## config.mk

```make
export PLATFORM = sky130hd
export DESIGN_NAME = apb_reg_bank
export DESIGN_NICKNAME = d
export VERILOG_FILES = /design/src/rtl/apb_reg_pkg.sv /design/src/rtl/apb_reg_bank_fsm.sv /design/src/rtl/apb_reg_bank.sv
export SDC_FILE = /design/constraint.sdc
export NUM_CORES = 1
export LEC_CHECK = 0
export CAP_MARGIN = 5
export CELL_PAD_IN_SITES_DETAIL_PLACEMENT = 1
export CELL_PAD_IN_SITES_GLOBAL_PLACEMENT = 1
export CORE_AREA = 2 2 237 239
export DETAILED_ROUTE_END_ITERATION = 16
export DIE_AREA = 0 0 239 241
export PLACE_DENSITY_LB_ADDON = 0.1
export SYNTH_ARGS = -nofsm -noshare
export SYNTH_HDL_FRONTEND = slang
export SYNTH_SLANG_ARGS = --single-unit
```

## constraint.sdc

```tcl
create_clock -name PCLK -period 2.3 [get_ports PCLK]
set_input_delay 0.23 -clock PCLK [delete_from_list [all_inputs] [get_ports PCLK]]
set_output_delay 0.23 -clock PCLK [all_outputs]
set_load 0.02 [all_outputs]
```

## src/rtl/apb_reg_pkg.sv

```systemverilog
// Shared types and constants for the APB register bank.
// Latency: none (declarations only).
// Backpressure: none (declarations only).
package apb_reg_pkg;

    typedef enum logic [1:0] {
        IDLE   = 2'd0,
        SETUP  = 2'd1,
        ACCESS = 2'd2
    } apb_state_t;

    // Bit of the last register that acts as the write lock
    localparam int LOCK_BIT = 0;

    // Byte address to word index shift
    localparam int ADDR_OFS = 2;

    // Width of a counter able to hold 0..w
    function automatic int wait_cnt_w(input int w);
        return (w < 2) ? 1 : $clog2(w + 1);
    endfunction

endpackage

```

## src/rtl/apb_reg_bank_fsm.sv

```systemverilog
// APB slave handshake: SETUP/ACCESS sequencing, wait counter, PREADY/PSLVERR.
// Latency: PREADY registered, high 2 + WAIT cycles after entering SETUP.
// Backpressure: PREADY held low for WAIT access cycles; PSEL drop in ACCESS aborts.
module apb_reg_bank_fsm
    import apb_reg_pkg::*;
#(
    parameter int WAIT = 0
) (
    input  logic PCLK,
    input  logic PRESETn,
    input  logic PSEL,
    input  logic PENABLE,
    input  logic err,
    output logic start,
    output logic done,
    output logic PREADY,
    output logic PSLVERR
);

    localparam int CW = wait_cnt_w(WAIT);

    apb_state_t      state;
    logic [CW-1:0]   wcnt;
    logic [CW-1:0]   wcnt_inc;

    // Saturating increment of the wait counter
    always_comb begin
        wcnt_inc = (wcnt == CW'(WAIT)) ? wcnt : wcnt + CW'(1);
    end

    // start: a setup phase is seen this cycle; done: PREADY rises at the next edge
    always_comb begin
        start = 1'b0;
        done  = 1'b0;
        case (state)
            IDLE:    start = PSEL & ~PENABLE;
            SETUP:   done  = PSEL & PENABLE & (WAIT == 0);
            ACCESS: begin
                start = PREADY & PSEL & ~PENABLE;
                done  = ~PREADY & PSEL & (wcnt_inc == CW'(WAIT));
            end
            default: ;
        endcase
    end

    // Handshake state, wait counter and registered response flags
    always_ff @(posedge PCLK or negedge PRESETn) begin
        if (!PRESETn) begin
            state   <= IDLE;
            wcnt    <= '0;
            PREADY  <= 1'b0;
            PSLVERR <= 1'b0;
        end else begin
            PREADY  <= done;
            PSLVERR <= done & err;
            case (state)
                IDLE: begin
                    if (start) state <= SETUP;
                end
                SETUP: begin
                    wcnt  <= '0;
                    // missing PENABLE after setup is a protocol error: drop the transfer
                    state <= (PSEL && PENABLE) ? ACCESS : IDLE;
                end
                ACCESS: begin
                    if (PREADY || !PSEL) begin
                        wcnt  <= '0;
                        state <= start ? SETUP : IDLE;
                    end else begin
                        wcnt  <= wcnt_inc;
                    end
                end
                default: state <= IDLE;
            endcase
        end
    end

endmodule

```

## src/rtl/apb_reg_bank.sv

```systemverilog
// APB3 register bank: NUM byte-strobed registers, RO status slots, optional lock (APB_REG_BANK_LOCK_EN).
// Latency: 2 + WAIT cycles setup-to-PREADY; writes visible on reg_q the cycle after PREADY.
// Backpressure: WAIT wait states per transfer; errors answered with PSLVERR, never stalled.
module apb_reg_bank
    import apb_reg_pkg::*;
#(
    parameter int             DW      = 32,
    parameter int             AW      = 16,
    parameter int             NUM     = 8,
    parameter int             WAIT    = 0,
    parameter logic [NUM-1:0] RO_MASK = '0
) (
    input  logic              PCLK,
    input  logic              PRESETn,
    input  logic              PSEL,
    input  logic              PENABLE,
    input  logic              PWRITE,
    input  logic [AW-1:0]     PADDR,
    input  logic [DW-1:0]     PWDATA,
    input  logic [DW/8-1:0]   PSTRB,
    output logic [DW-1:0]     PRDATA,
    output logic              PREADY,
    output logic              PSLVERR,
    input  logic [NUM*DW-1:0] hw_status,
    output logic [NUM*DW-1:0] reg_q
);

    localparam int IW = $clog2(NUM);
    localparam int SW = AW - ADDR_OFS;
    localparam int NB = DW / 8;

`ifdef APB_REG_BANK_LOCK_EN
    // The lock register is always writable
    localparam logic [NUM-1:0] RO_EFF = RO_MASK & {1'b0, {(NUM-1){1'b1}}};
`else
    localparam logic [NUM-1:0] RO_EFF = RO_MASK;
`endif

    logic [DW-1:0] regs [NUM];
    logic [SW-1:0] word_idx;
    logic          dec_err;
    logic [IW-1:0] slot_q;
    logic          wr_q;
    logic          aerr_q;
    logic          ro_hit;
    logic          lock_err;
    logic          acc_err;
    logic          start;
    logic          done;
    logic          commit;

    assign word_idx = PADDR[AW-1:ADDR_OFS];
    assign dec_err  = (32'(word_idx) >= 32'(NUM)) || (PADDR[ADDR_OFS-1:0] != '0);
    assign ro_hit   = RO_EFF[slot_q];

`ifdef APB_REG_BANK_LOCK_EN
    assign lock_err = regs[NUM-1][LOCK_BIT] & (slot_q != IW'(NUM-1));
`else
    assign lock_err = 1'b0;
`endif

    assign acc_err = aerr_q | (wr_q & (ro_hit | lock_err));
    assign commit  = PREADY & wr_q & ~PSLVERR;

    apb_reg_bank_fsm #(
        .WAIT (WAIT)
    ) u_fsm (
        .PCLK    (PCLK),
        .PRESETn (PRESETn),
        .PSEL    (PSEL),
        .PENABLE (PENABLE),
        .err     (acc_err),
        .start   (start),
        .done    (done),
        .PREADY  (PREADY),
        .PSLVERR (PSLVERR)
    );

    // Capture address decode and direction from the bus setup phase
    always_ff @(posedge PCLK or negedge PRESETn) begin
        if (!PRESETn) begin
            slot_q <= '0;
            wr_q   <= 1'b0;
            aerr_q <= 1'b0;
        end else if (start) begin
            slot_q <= word_idx[IW-1:0];
            wr_q   <= PWRITE;
            aerr_q <= dec_err;
        end
    end

    // Byte-lane write into storage at the end of an error-free PREADY cycle
    always_ff @(posedge PCLK or negedge PRESETn) begin
        if (!PRESETn) begin
            for (int i = 0; i < NUM; i++) regs[i] <= '0;
        end else if (commit) begin
            for (int b = 0; b < NB; b++) begin
                if (PSTRB[b]) regs[slot_q][8*b +: 8] <= PWDATA[8*b +: 8];
            end
`ifdef APB_REG_BANK_LOCK_EN
            // lock is sticky until reset
            if (regs[NUM-1][LOCK_BIT]) regs[NUM-1][LOCK_BIT] <= 1'b1;
`endif
        end
    end

    // Read data loaded together with PREADY, held between transfers
    always_ff @(posedge PCLK or negedge PRESETn) begin
        if (!PRESETn) begin
            PRDATA <= '0;
        end else if (done && !wr_q) begin
            if (acc_err)     PRDATA <= '0;
            else if (ro_hit) PRDATA <= hw_status[int'(slot_q)*DW +: DW];
            else             PRDATA <= regs[slot_q];
        end
    end

    // Status slots show zero on the register image
    for (genvar i = 0; i < NUM; i++) begin : g_regq
        assign reg_q[i*DW +: DW] = RO_EFF[i] ? '0 : regs[i];
    end

endmodule
```

# Word level (Yosys, flattened, before mapping)
# Memories as Yosys holds them, arrays and structs flattened.
# Cells that the tools add are included.
[word_totals]
mem_bits_rw = 0
latch_bits = 0
input_bits = 313
out_inout_bits = 290
romBits = 8
memories = 1
register_bits = 298
[mem_list]
columns = ["name", "depth", "word_bits", "read_ports", "rd_clocked_by_memory_dff", "write_ports", "line", "source"]
rows = [
  ["(no name shown)", 8, 1, 1, 0, 0, "apb_reg_bank.sv:54", "assign ro_hit = RO_EFF[slot_q];"],
]
[classes]
div_mod_pow = 0
eq_ne = 4
magnitude_cmp = 4
n_addsub = 1
mul = 0
bitwise = 16
shift = 1
reduce_logical = 11
mux = 35
[ops]
columns = ["operator", "count"]
rows = [
  ["$mux W256", 7],
  ["$bwmux W256", 4],
  ["$demux W32 S3", 4],
  ["$shiftx A256 B9 Y32", 1],
  ["$mux W32", 5],
  ["$bmux W32 S3", 1],
  ["$mux W24", 1],
  ["$mux W16", 1],
  ["$ge A14 B4 Y1 const B", 1],
  ["$and A1 B1 Y1", 10],
  ["$mux W8", 1],
  ["$mux W2", 3],
  ["$pmux W1 S2", 3],
  ["$pmux W2 S3", 1],
  ["$ge A4 B4 Y1 const B", 1],
  ["$lt A3 B4 Y1 const B", 1],
  ["$lt A4 B1 Y1 const B", 1],
  ["$mux W1", 4],
  ["$ne A2 B1 Y1 const B", 2],
  ["$not A1 Y1", 4],
  ["$not A3 Y4", 1],
  ["$reduce_bool A2 Y1", 2],
  ["$logic_and A1 B1 Y1", 3],
  ["$eq A2 B1 Y1 const B", 1],
  ["other kinds (7)", 9],
]

# Longest topological paths before layout
# Gate-level depths: netlist of run 1.
[depth]
ltp_word = 16
mapped_depth = 7
mapped_depth_nobuf = 6

# Modules after synthesis
# A second synthesis of run 1 with hierarchy kept.
[hier_totals]
hier_cells = 969
hier_area_um2 = 13492.9
[modules_own_cells]
columns = ["mod", "n_inst", "area_per_inst_um2", "cells_each"]
rows = [
  ["apb_reg_bank", 1, 13217.7, 946],
  ["apb_reg_bank_fsm", 1, 275.3, 23],
]

# Least setup slack after synthesis of run 1
# Ideal clock, no wire load.
[synth_path]
kind = "register to register"
start = "register u_fsm.state[0]"
end = "register PRDATA[10]"
path_buffers = 1
synth_period_minus_slack_ns = 1.803
setup_slack_ns = 0.497
path_stages_with_launch = 8
t_arrival_ns = 1.667
path_cell_list = "dfrtp_1 > inv_1 > ha_1 > nor2b_2 > o2111ai_2 > or2_1 > clkbuf_1 > o21ai_0"
[synth_via]
elab_chain_len = 3
elab_cells_between_ends = 4
classes_between = "eq/ne (2); mux (1); reduce/logical (1)"
[synth_lines]
columns = ["item", "line", "source"]
rows = [
  ["start, declared", "apb_reg_bank_fsm.sv:22", "apb_state_t state;"],
  ["start signal, assigned", "apb_reg_bank_fsm.sv:63", "state <= (PSEL && PENABLE) ? ACCESS : IDLE;"],
  ["start signal, assigned", "apb_reg_bank_fsm.sv:68", "state <= start ? SETUP : IDLE;"],
  ["$eq A2 B2 Y1 or $eq A2 B1 Y1 (tied branches)", "apb_reg_bank_fsm.sv:35", "case (state)"],
  ["$pmux W1 S2 *", "apb_reg_bank_fsm.sv:35", ""],
  ["$logic_and A1 B1 Y1 *", "apb_reg_bank.sv:111", "end else if (done && !wr_q) begin"],
  ["end signal, assigned", "apb_reg_bank.sv:113", "else if (ro_hit) PRDATA <= hw_status[int'(slot_q)*DW +: DW];"],
  ["end signal, assigned", "apb_reg_bank.sv:114", "else PRDATA <= regs[slot_q];"],
  ["end, declared", "apb_reg_bank.sv:21", "output logic [DW-1:0] PRDATA,"],
]
# Every way passes the cells marked *; elsewhere a longest branch is shown, timed or not.
# A chain may end at the register's enable or synchronous reset.

# Worst setup path after layout of run 1
[layout_path]
start = "register slot_q[2]"
end = "register PRDATA[26]"
[layout_via]
elab_chain_len = 6
elab_cells_between_ends = 11
classes_between = "shift (1); mux (6); bitwise (3); memory (1)"
[layout_lines]
columns = ["item", "line", "source"]
rows = [
  ["start, declared", "apb_reg_bank.sv:42", "logic [IW-1:0] slot_q;"],
  ["start signal, assigned", "apb_reg_bank.sv:86", "slot_q <= word_idx[IW-1:0];"],
  ["parallel branches: the longest is 5 deep, another holds $shiftx A256 B9 Y32", "n/a", ""],
  ["$mux W32 *", "apb_reg_bank.sv:112", "if (acc_err) PRDATA <= '0;"],
]
# Mark *: on every way between the ends. The select of a mux whose other input is x is not followed.

==> reports/metrics.cfg, run 1 <==
[cts]
clock_tree_root = sky130_fd_sc_hd__clkbuf_16
postCtsSetupRepairBufs = 0
cts.sink_count = 297
cts_inserted_buffers = 38
clkSlewWorstSetupHoldPaths_ns = 0.06
clock_path_buffers = 3
clk-insertion-delay-late_ns = 0.55
htree_num_levels = 2
tritoncts = done
post_cts_resized = 0

[critical_path]
reg2reg_slack_ns = 0.19
cp.required_ns = 2.72
worst_path_most_repeated_cell = sky130_fd_sc_hd__a22oi_1
critical_path.endpoint_type = flip-flop
worst_ep_arrival_time_ns = 2.53
criticalPathCategory = reg2reg
cp_slowest_cell = sky130_fd_sc_hd__nor2b_1
r2r-start = slot_q[2]
slowest_delay_ns = 0.60
crit_path_start_kind = flip-flop
worstPathCellList = buf_4 -> nor2b_1 -> a22oi_1 -> a22oi_1 -> o21ai_1
crit-reg2reg-capture = PRDATA[26]
crit_path_max_fanout = 17
timing.reg2reg.worst_path_depth = 5

[synth]
ys.flop_type = sky130_fd_sc_hd__dfrtp_1
synth.avg_cell_area_um2 = 14.0
syn_area_mm2 = 0.0133
sequential_element_share_of_the_synthesized_area_pct = 55.7
ys_warn_count = 0
async_reset_ff_share_pct = 100
flops_latches_synth = 297
synth_cell_types = 54
number_of_nets_produced_by_synthesis = 1268
postSynthCellCount = 951
synth_enable_flop_cells = 0

[cells_and_area]
proportion_of_layout_cells_with_a_drive_suffix_above_1_pct = 30.3
area_delta_synth_final_pct = 45.6
finalNetCount = 1669
filler_cell_count = 5766

[power]
power.density_cell_area_mw_per_mm2 = 1010
irDropWorstVdd_mv = 0.585
power.leakage_nw = 8.67
post-layout-total-power_mw = 19.6

[global_routing]
antenna_found_initial = 1
overall_overflow_remaining_after_global_route = 0
grt_max_degree = 66
grtUsageTotal_pct = 20.4
grt_pass1_vias = 10800
global_route_wire_length_before_repair_mm = 83.4

[routing]
wl_per_cell_um = 28.3
route.detailed.vias_per_inst = 4.81
detail_route.first_pass.iterations = 4
vias = 10000
antenna_violating_nets_post_route = 0
initialDrtViolationCount = 494
routed_wirelength_mm = 58.9
route.detailed.drc = 0

[timing]
timing.final.max_slew_violations = 0
finalSetupViolCount = 0
rsz0062_at_grt = false
report.final.hold_viol_count = 0
skew_ns = 0.0159
min_period_ns = 2.11
worst_slew_margin_rel_pct = 55.8
fin_setup_tns_ns = 0
min_period_over_period_pct = 91.8
timing.fmax_mhz = 474
tightestPinTransition_ns = 0.662

[floorplan]
placeableCoreArea_mm2 = 0.0549
count_of_pins_on_the_block_boundary = 603
initial_core_util_pct = 24.3
die-area_mm2 = 0.0576
die_width_um = 239
rows = 86
fp.dieH_um = 241

[run_status]
run_status = completed

[place]
detailedPlacementHpwl_mm = 41.7
gp_congestion = 0.756
port_buffers = 346

[job]
maxCapViolCount = 0

[worst_hold_path]
hp-class = in2async

-- cell usage after synthesis, types with 6 or more instances --
master | n | area (µm²)
sky130_fd_sc_hd__a221oi_1 | 36 | 315
sky130_fd_sc_hd__nand2_1 | 28 | 105
sky130_fd_sc_hd__a22oi_1 | 13 | 97.6
sky130_fd_sc_hd__mux2_1 | 18 | 203
sky130_fd_sc_hd__o22ai_1 | 6 | 37.5
sky130_fd_sc_hd__clkbuf_1 | 13 | 48.8
sky130_fd_sc_hd__mux2_4 | 8 | 120
sky130_fd_sc_hd__a22o_1 | 22 | 193
sky130_fd_sc_hd__mux2_2 | 237 | 2670
sky130_fd_sc_hd__mux2i_1 | 65 | 651
sky130_fd_sc_hd__o21ai_0 | 19 | 95.1
sky130_fd_sc_hd__nor2_2 | 16 | 100
sky130_fd_sc_hd__and2_1 | 7 | 43.8
sky130_fd_sc_hd__buf_2 | 22 | 110
sky130_fd_sc_hd__a221o_1 | 11 | 110
sky130_fd_sc_hd__nand2_2 | 20 | 125
sky130_fd_sc_hd__dfrtp_1 | 297 | 7430
sky130_fd_sc_hd__o21ai_1 | 17 | 85.1
sky130_fd_sc_hd__a211oi_1 | 7 | 52.6
sky130_fd_sc_hd__o22a_1 | 18 | 158
-- cell type report --
| cell class | count | area (µm²) | share of cell area, % |
|---|---|---|---|
| well taps | 704 | 881 | 4.53 |
| diodes | 1 | 2.50 | 0.0129 |
| clock inverters | 12 | 235 | 1.21 |
| flip-flops and latches | 297 | 7440 | 38.3 |
| inverters | 5 | 18.8 | 0.0966 |
| multi-input cells | 603 | 5650 | 29.1 |
| clock buffers | 54 | 1120 | 5.79 |
| repair buffers | 407 | 4080 | 21.0 |
-- critical path, delay by kind of cell, from the launching register on --
family          cells  cell delay, ns
simple gates        1            0.60
flops               1            0.52
buf+inv             1            0.39
compound gates      3            0.47
-- routing by layer --
metal / vias up / share of wire [%] / track usage, %
li1: 4406 / - / -
met1: 5243 / 44 / 26.8
met2: 322 / 44 / 31.0
met3: 54 / 10 / 8.52
met4: 2 / 1.7 / 4.77
met5: - / 0.014 / 0
-- through the flow --
| step | setup WS (ns) | hold WS [ns] | cell area [µm²] | instances | util, % |
|---|---|---|---|---|---|
| finish | 0.189 | 0.205 | 19400 | 2083 | 35.4 |
| global route | 0.0515 | 0.224 | 19400 | 2082 | 35.4 |
| CTS | 0.156 | 0.211 | 19400 | 2082 | 35.4 |
| detailed placement | 0.162 | 0.213 | 18100 | 2015 | 32.9 |
| global placement | 0.177 | 0.207 | 18100 | 2015 | 32.9 |
| floorplan | 0.497 | -0.0656 | 13300 | 951 | - |
-- repair_timing --
item                       in CTS  in global routing
hold endpoints to repair       43                  0
hold buffers                    1                  0
setup endpoints to repair       0                  0
-- report_power, final --
group	switching, mW	total, mW	leakage (nW)	internal (mW)
Clock	2.40	6.58	0.669	4.18
Sequential	0.659	6.51	4.12	5.85
Combinational	3.77	6.51	3.88	2.74
-- flip-flops by register name, summed over array words and instances, names as in the netlist --
name / flops
aerr_q: 1
reg_q: 256
slot_q: 3
u_fsm.PSLVERR: 1
wr_q: 1
u_fsm.state: 2
u_fsm.PREADY: 1
PRDATA: 32
-- layout by cell type (no fill, tap or decap), types with 8 or more instances in the layout --
| master | instances |
|---|---|
| sky130_fd_sc_hd__mux2_2 | 237 |
| sky130_fd_sc_hd__a221o_1 | 11 |
| sky130_fd_sc_hd__mux2i_1 | 65 |
| sky130_fd_sc_hd__a22o_1 | 22 |
| sky130_fd_sc_hd__mux2_4 | 8 |
| sky130_fd_sc_hd__clkbuf_16 | 41 |
| sky130_fd_sc_hd__o21ai_1 | 17 |
| sky130_fd_sc_hd__a221oi_1 | 36 |
| sky130_fd_sc_hd__nor2_2 | 15 |
| sky130_fd_sc_hd__nand2_2 | 20 |
| sky130_fd_sc_hd__mux2_1 | 18 |
| sky130_fd_sc_hd__buf_12 | 12 |
| sky130_fd_sc_hd__clkdlybuf4s50_1 | 345 |
| sky130_fd_sc_hd__dfrtp_1 | 294 |
| sky130_fd_sc_hd__nand2_1 | 28 |
| sky130_fd_sc_hd__o22a_1 | 18 |
| sky130_fd_sc_hd__a22oi_1 | 13 |
| sky130_fd_sc_hd__o21ai_0 | 19 |
| sky130_fd_sc_hd__clkbuf_1 | 8 |
| sky130_fd_sc_hd__buf_4 | 48 |
-- how the worst max path moves through the flow --
stage                    from         end  slack, ns  cells past startpoint
6_report            slot_q[2]  PRDATA[26]       0.19                      5
3_3_place_gp        slot_q[2]  PRDATA[23]       0.18                      5
5_1_grt             slot_q[2]   PRDATA[5]       0.05                      5
3_5_place_dp   u_fsm.state[0]  PRDATA[19]       0.16                      7
2_1_floorplan  u_fsm.state[0]  PRDATA[10]       0.50                      7
4_1_cts        u_fsm.state[0]  PRDATA[19]       0.16                      7
-- logic make-up (layout without fill, tap and decap cells) --
| kind of cell | after synthesis | after routing | share of synthesized area, % |
|---|---|---|---|
| AND/OR/NAND/NOR | 102 | 102 | 4.79 |
| buffers and inverters | 51 | 478 | 2.10 |
| flip-flops | 297 | 297 | 55.7 |
| AO/OA/AOI/OAI | 169 | 169 | 9.78 |
| other | 0 | 1 | 0 |
| multiplexers | 328 | 328 | 27.3 |
| adder cells (fa/ha/maj) | 4 | 4 | 0.375 |
Power figures use the tool's default switching activity.
==> inputs of run 2 (changes only) <==
Settings changed: HOLD_SLACK_MARGIN set to 0.05.
Clock period 2.3 ns to 2.6 ns, I/O delays scaled along.
==> run 2 against run 1 <==
Combinational power decreased by 14%. Global-route usage about the same. First-iteration DRC count decreased by 30%. Design area decreased by 0.99%. Non-clock buffer count decreased by 12. Clock skew decreased by 0.0041 ns. Via count decreased by 0.69%. Total power decreased by 13%. Clock power decreased by 15%. Die area unchanged. Hold slack got worse by 0.0038 ns. Sequential cell count unchanged. Critical endpoint is now PRDATA[10]. Largest cell class unchanged. Highest routed layer unchanged.
==> reports/metrics.cfg, run 2 (synthesized netlist as in run 1, its figures left out) <==
[power]
power.leakage_nw = 8.56
power.density_cell_area_mw_per_mm2 = 884
irDropWorstVdd_mv = 0.444
post-layout-total-power_mw = 17.0

[timing]
skew_ns = 0.0118
tightestPinTransition_ns = 1.00
min_period_ns = 2.24
worst_slew_margin_rel_pct = 33.0
report.final.hold_viol_count = 0
finalSetupViolCount = 0
fin_setup_tns_ns = 0
timing.fmax_mhz = 447
timing.final.max_slew_violations = 0
min_period_over_period_pct = 86.1
rsz0062_at_grt = false
worst_hold_slack_ns = 0.202

[routing]
antenna_violating_nets_post_route = 0
route.detailed.vias_per_inst = 4.80
initialDrtViolationCount = 346
routed_wirelength_mm = 58.9
route.detailed.drc = 0
vias = 9958
detail_route.first_pass.iterations = 4
wl_per_cell_um = 28.4

[floorplan]
initial_core_util_pct = 24.3
count_of_pins_on_the_block_boundary = 603
die_width_um = 239
placeableCoreArea_mm2 = 0.0549
die-area_mm2 = 0.0576
rows = 86
fp.dieH_um = 241

[cells_and_area]
layout_commonest_cell = sky130_fd_sc_hd__clkdlybuf4s50_1
utilization_pct = 35.1
area_delta_synth_final_pct = 44.1
layout_common_cells = sky130_fd_sc_hd__clkdlybuf4s50_1 (345), sky130_fd_sc_hd__dfrtp_1 (294), sky130_fd_sc_hd__mux2_2 (237), sky130_fd_sc_hd__mux2i_1 (65)
finalNetCount = 1658
largest_register_ffs = 256
proportion_of_layout_cells_with_a_drive_suffix_above_1_pct = 29.7
antenna-diode-count = 0
layout.cells.non_filler = 2073

[critical_path]
crit_path_start_kind = flip-flop
worst_ep_arrival_time_ns = 2.63
r2r-start = u_fsm.state[0]
criticalPathCategory = reg2reg
crit_path_max_fanout = 14
cp.required_ns = 2.99
worst_setup_path_start = u_fsm.state[0]
critical_path.endpoint_type = flip-flop

[global_routing]
global_route_wire_length_before_repair_mm = 83.3
antenna_found_initial = 1
overall_overflow_remaining_after_global_route = 0
grt_pass1_vias = 10800
grt_max_degree = 70
grtUsageTotal_pct = 20.4

[cts]
htree_num_levels = 2
post_cts_resized = 0
postCtsSetupRepairBufs = 0
clock_tree_root = sky130_fd_sc_hd__clkbuf_16
clock_path_buffers = 3
tritoncts = done
cts_inserted_buffers = 39
post_cts_hold_buffer_count = 1
cts.sink_count = 297
clk-insertion-delay-late_ns = 0.55
clkSlewWorstSetupHoldPaths_ns = 0.05

[place]
placed_cells_incl_taps = 2003
detailedPlacementHpwl_mm = 41.2
port_buffers = 346
gp_congestion = 0.754

[job]
maxCapViolCount = 0

[run_status]
run_status = completed

[worst_hold_path]
hp-class = in2async

## run 2: metal layers
metal / routed length [µm] / track usage [%] / up-vias
li1: - / - / 4363
met1: 27100 / 27.6 / 5209
met2: 25500 / 30.8 / 326
met3: 5380 / 7.79 / 58
met4: 911 / 4.43 / 2
met5: 13 / 0 / -
## run 2: area by class of cell
| type | instances | area, µm² |
|---|---|---|
| Fill cell | 5783 | 35600 |
| Sequential cell | 297 | 7440 |
| Multi-Input combinational cell | 603 | 5650 |
| Timing Repair Buffer | 395 | 3930 |
| Clock buffer | 61 | 1200 |
| Tap cell | 704 | 881 |
| Clock inverter | 8 | 121 |
| Inverter | 5 | 18.8 |
## run 2: metrics by stage
step           setup slack [ns]  cell area [µm²]
6_report                  0.362            19200
5_1_grt                   0.173            19200
4_1_cts                   0.281            19200
3_5_place_dp              0.303            17900
3_3_place_gp              0.316            17900
2_1_floorplan             0.797            13300
## run 2: final timing paths
path | slack, ns | to | depth (start not counted)
setup / recovery | 0.36 | PRDATA[10] | 6
hold / removal | 0.20 | reg_q[241] | 2
setup reg to reg | 0.36 | PRDATA[10] | 6
hold reg to reg | 0.49 | PRDATA[20] | 2
max in group asynchronous | 1.41 | reg_q[129] | 4
min in group PCLK | 0.29 | wr_q | 3
## run 2: worst max-delay path, cell delays in order (launching register included)
cell,delay [ns]
sky130_fd_sc_hd__dfrtp_1,0.40
sky130_fd_sc_hd__inv_1,0.08
sky130_fd_sc_hd__ha_1,0.23
sky130_fd_sc_hd__nor2b_2,0.19
sky130_fd_sc_hd__o2111ai_4,0.28
sky130_fd_sc_hd__or2_1,0.69
sky130_fd_sc_hd__o21ai_0,0.20
## run 2: power breakdown
group / internal, mW / switching (mW) / leakage, nW
clock network: 3.46 / 2.16 / 0.647
registers: 5.17 / 0.608 / 4.12
logic: 2.29 / 3.31 / 3.80
==> inputs of run 3 (changes only) <==
Settings changed: CORE_AREA 2 2 237 239 to 3 3 231 233, CTS_CLUSTER_DIAMETER set to 40, DIE_AREA 0 0 239 241 to 0 0 234 236, TNS_END_PERCENT set to 10.
==> run 3 against run 2 <==
Critical path type unchanged. Sequential power hardly changed. Total power grew 17%. Design area increased by 4.9%. Register-to-register slack barely moved. Via count rose by 1.2%. Setup slack improved by 0.013 ns. Count of clock-buffer cells in the layout rose by 12. First-iteration DRC count up 19%. Global-route usage up 0.46 points. Core utilization grew 4.2 points. Sequential cell count unchanged. Die area decreased by 4.1%.
==> reports/metrics.cfg, run 3 (synthesized netlist as in run 1, its figures left out) <==
[run_status]
run_status = completed

[cts]
clkSlewWorstSetupHoldPaths_ns = 0.05
htree_num_levels = 2
postCtsSetupRepairBufs = 0
cts.sink_count = 297
cts_inserted_buffers = 61
clock_tree_root = sky130_fd_sc_hd__clkbuf_16
clk-insertion-delay-late_ns = 0.62
clock_path_buffers = 3
tritoncts = done

[cells_and_area]
largest_register_ffs = 256
antenna-diode-count = 0
layout_common_cells = sky130_fd_sc_hd__clkdlybuf4s50_1 (345), sky130_fd_sc_hd__dfrtp_1 (294), sky130_fd_sc_hd__mux2_2 (237), sky130_fd_sc_hd__mux2i_1 (65), sky130_fd_sc_hd__clkbuf_16 (62)
ff_latch_area_mm2 = 0.00744
area_delta_synth_final_pct = 51.2
layout_commonest_cell = sky130_fd_sc_hd__clkdlybuf4s50_1
proportion_of_layout_cells_with_a_drive_suffix_above_1_pct = 32.5
multi_input_comb_area_mm2 = 0.00565
filler_cell_count = 5346
finalNetCount = 1683

[floorplan]
rows = 83
fp.dieH_um = 236
initial_core_util_pct = 26.0
count_of_pins_on_the_block_boundary = 603
die-area_mm2 = 0.0552
placeableCoreArea_mm2 = 0.0514
die_width_um = 234

[job]
maxCapViolCount = 0

[place]
pre_cts_ws_ns = 0.291
port_buffers = 346
detailedPlacementHpwl_mm = 40.9
gp_congestion = 0.754

[timing]
timing.final.max_slew_violations = 0
min_period_ns = 2.22
fin_setup_tns_ns = 0
rsz0062_at_grt = false
timing.fmax_mhz = 450
finalSetupViolCount = 0
report.final.hold_viol_count = 0
min_period_over_period_pct = 85.6
skew_ns = 0.0307
layout_setup_ws_ns = 0.376
worst_hold_slack_ns = 0.205
worst_slew_margin_rel_pct = 24.1
tightestPinTransition_ns = 1.14

[routing]
detail_route.first_pass.iterations = 4
wl_per_cell_um = 27.6
initialDrtViolationCount = 413
route.detailed.vias_per_inst = 4.81
routed_wirelength_mm = 57.9
vias = 10100
antenna_violating_nets_post_route = 0
route.detailed.drc = 0

[critical_path]
worstPathBufferInverterCount = 1
cp_slowest_cell = sky130_fd_sc_hd__dfrtp_2
critical_path.endpoint_type = flip-flop
cp.required_ns = 3.08
crit_path_max_fanout = 9
worst_ep_arrival_time_ns = 2.71
critical-path-top-delay-family = simple AND/OR/NAND/NOR gates
criticalPathCategory = reg2reg
crit_path_start_kind = flip-flop
worstPathCellList = and2_2 -> nand2_1 -> nor2_2 -> buf_12 -> mux2_2
slowest_delay_ns = 0.53

[global_routing]
grtUsageTotal_pct = 20.8
antenna_found_initial = 0
grt_max_degree = 74
overall_overflow_remaining_after_global_route = 0
global_route_wire_length_before_repair_mm = 83.3
grt_pass1_vias = 11200

[power]
power.leakage_nw = 9.03
switching_share_pct = 33.1
p_sw_mw = 6.57
irDropWorstVdd_mv = 0.665
power.internal_mw = 13.3
seq_power_share_pct = 29.1
share_clk_of_total_power_pct = 43.1
power.density_cell_area_mw_per_mm2 = 985
part_of_the_power_in_combinational_logic_pct = 27.8

[worst_hold_path]
hp-class = in2async

-- run 3: final timing paths --
kind,start,endpoint,slack [ns],cells past startpoint
setup / recovery,slot_q[2],reg_q[239],0.38,5
hold / removal,PRESETn,reg_q[240],0.20,2
setup reg to reg,slot_q[2],reg_q[239],0.38,5
hold reg to reg,PRDATA[22],PRDATA[22],0.48,2
max in group asynchronous,PRESETn,reg_q[143],1.52,3
min in group PCLK,PWRITE,wr_q,0.27,3
-- run 3: worst reg2reg max path, delay by kind of cell (launching register included) --
kind,cells,cell delay [ns]
buffers and inverters,1,0.21
flip-flops,1,0.53
multiplexers,1,0.34
AND/OR/NAND/NOR,3,1.05
-- run 3: repair_timing --
item | in CTS | in global routing
hold buffers | 1 | 0
resized for setup | 0 | 0
hold endpoints to repair | 64 | 0
-- run 3: final cells by class --
type / instances / area share [%]
clock buffers: 73 / 8.29
clock inverters: 40 / 2.96
inverters: 5 / 0.0930
multi-input cells: 603 / 28.0
flip-flops and latches: 297 / 36.9
well taps: 680 / 4.22
repair buffers: 398 / 19.6
-- run 3: per-stage QoR --
step | std cells | power [mW] | cell area [µm²] | utilization [%]
floorplan | 951 | 8.73 | 13300 | -
global placement | 1982 | 11.4 | 17900 | 34.8
detailed placement | 1982 | 11.5 | 17900 | 34.8
CTS | 2096 | 20.2 | 20200 | 39.3
global route | 2096 | 20.8 | 20200 | 39.3
finish | 2096 | 19.9 | 20200 | 39.3
-- run 3: layer usage --
metal / global-route usage, % / up-vias / routed length [µm]
li1: - / 4447 / -
met1: 28.0 / 5224 / 25600
met2: 31.1 / 343 / 25300
met3: 9.02 / 59 / 6130
met4: 4.66 / 0 / 865
met5: 0 / - / 0
-- run 3: power groups by stage --
stage,Clock [mW],Combinational [mW],Sequential [mW]
global route,9.01,5.88,5.88
detailed placement,0,5.59,5.86
finish,8.56,5.53,5.79
global placement,0,5.56,5.85
floorplan,0,2.51,6.21
CTS,8.75,5.61,5.80
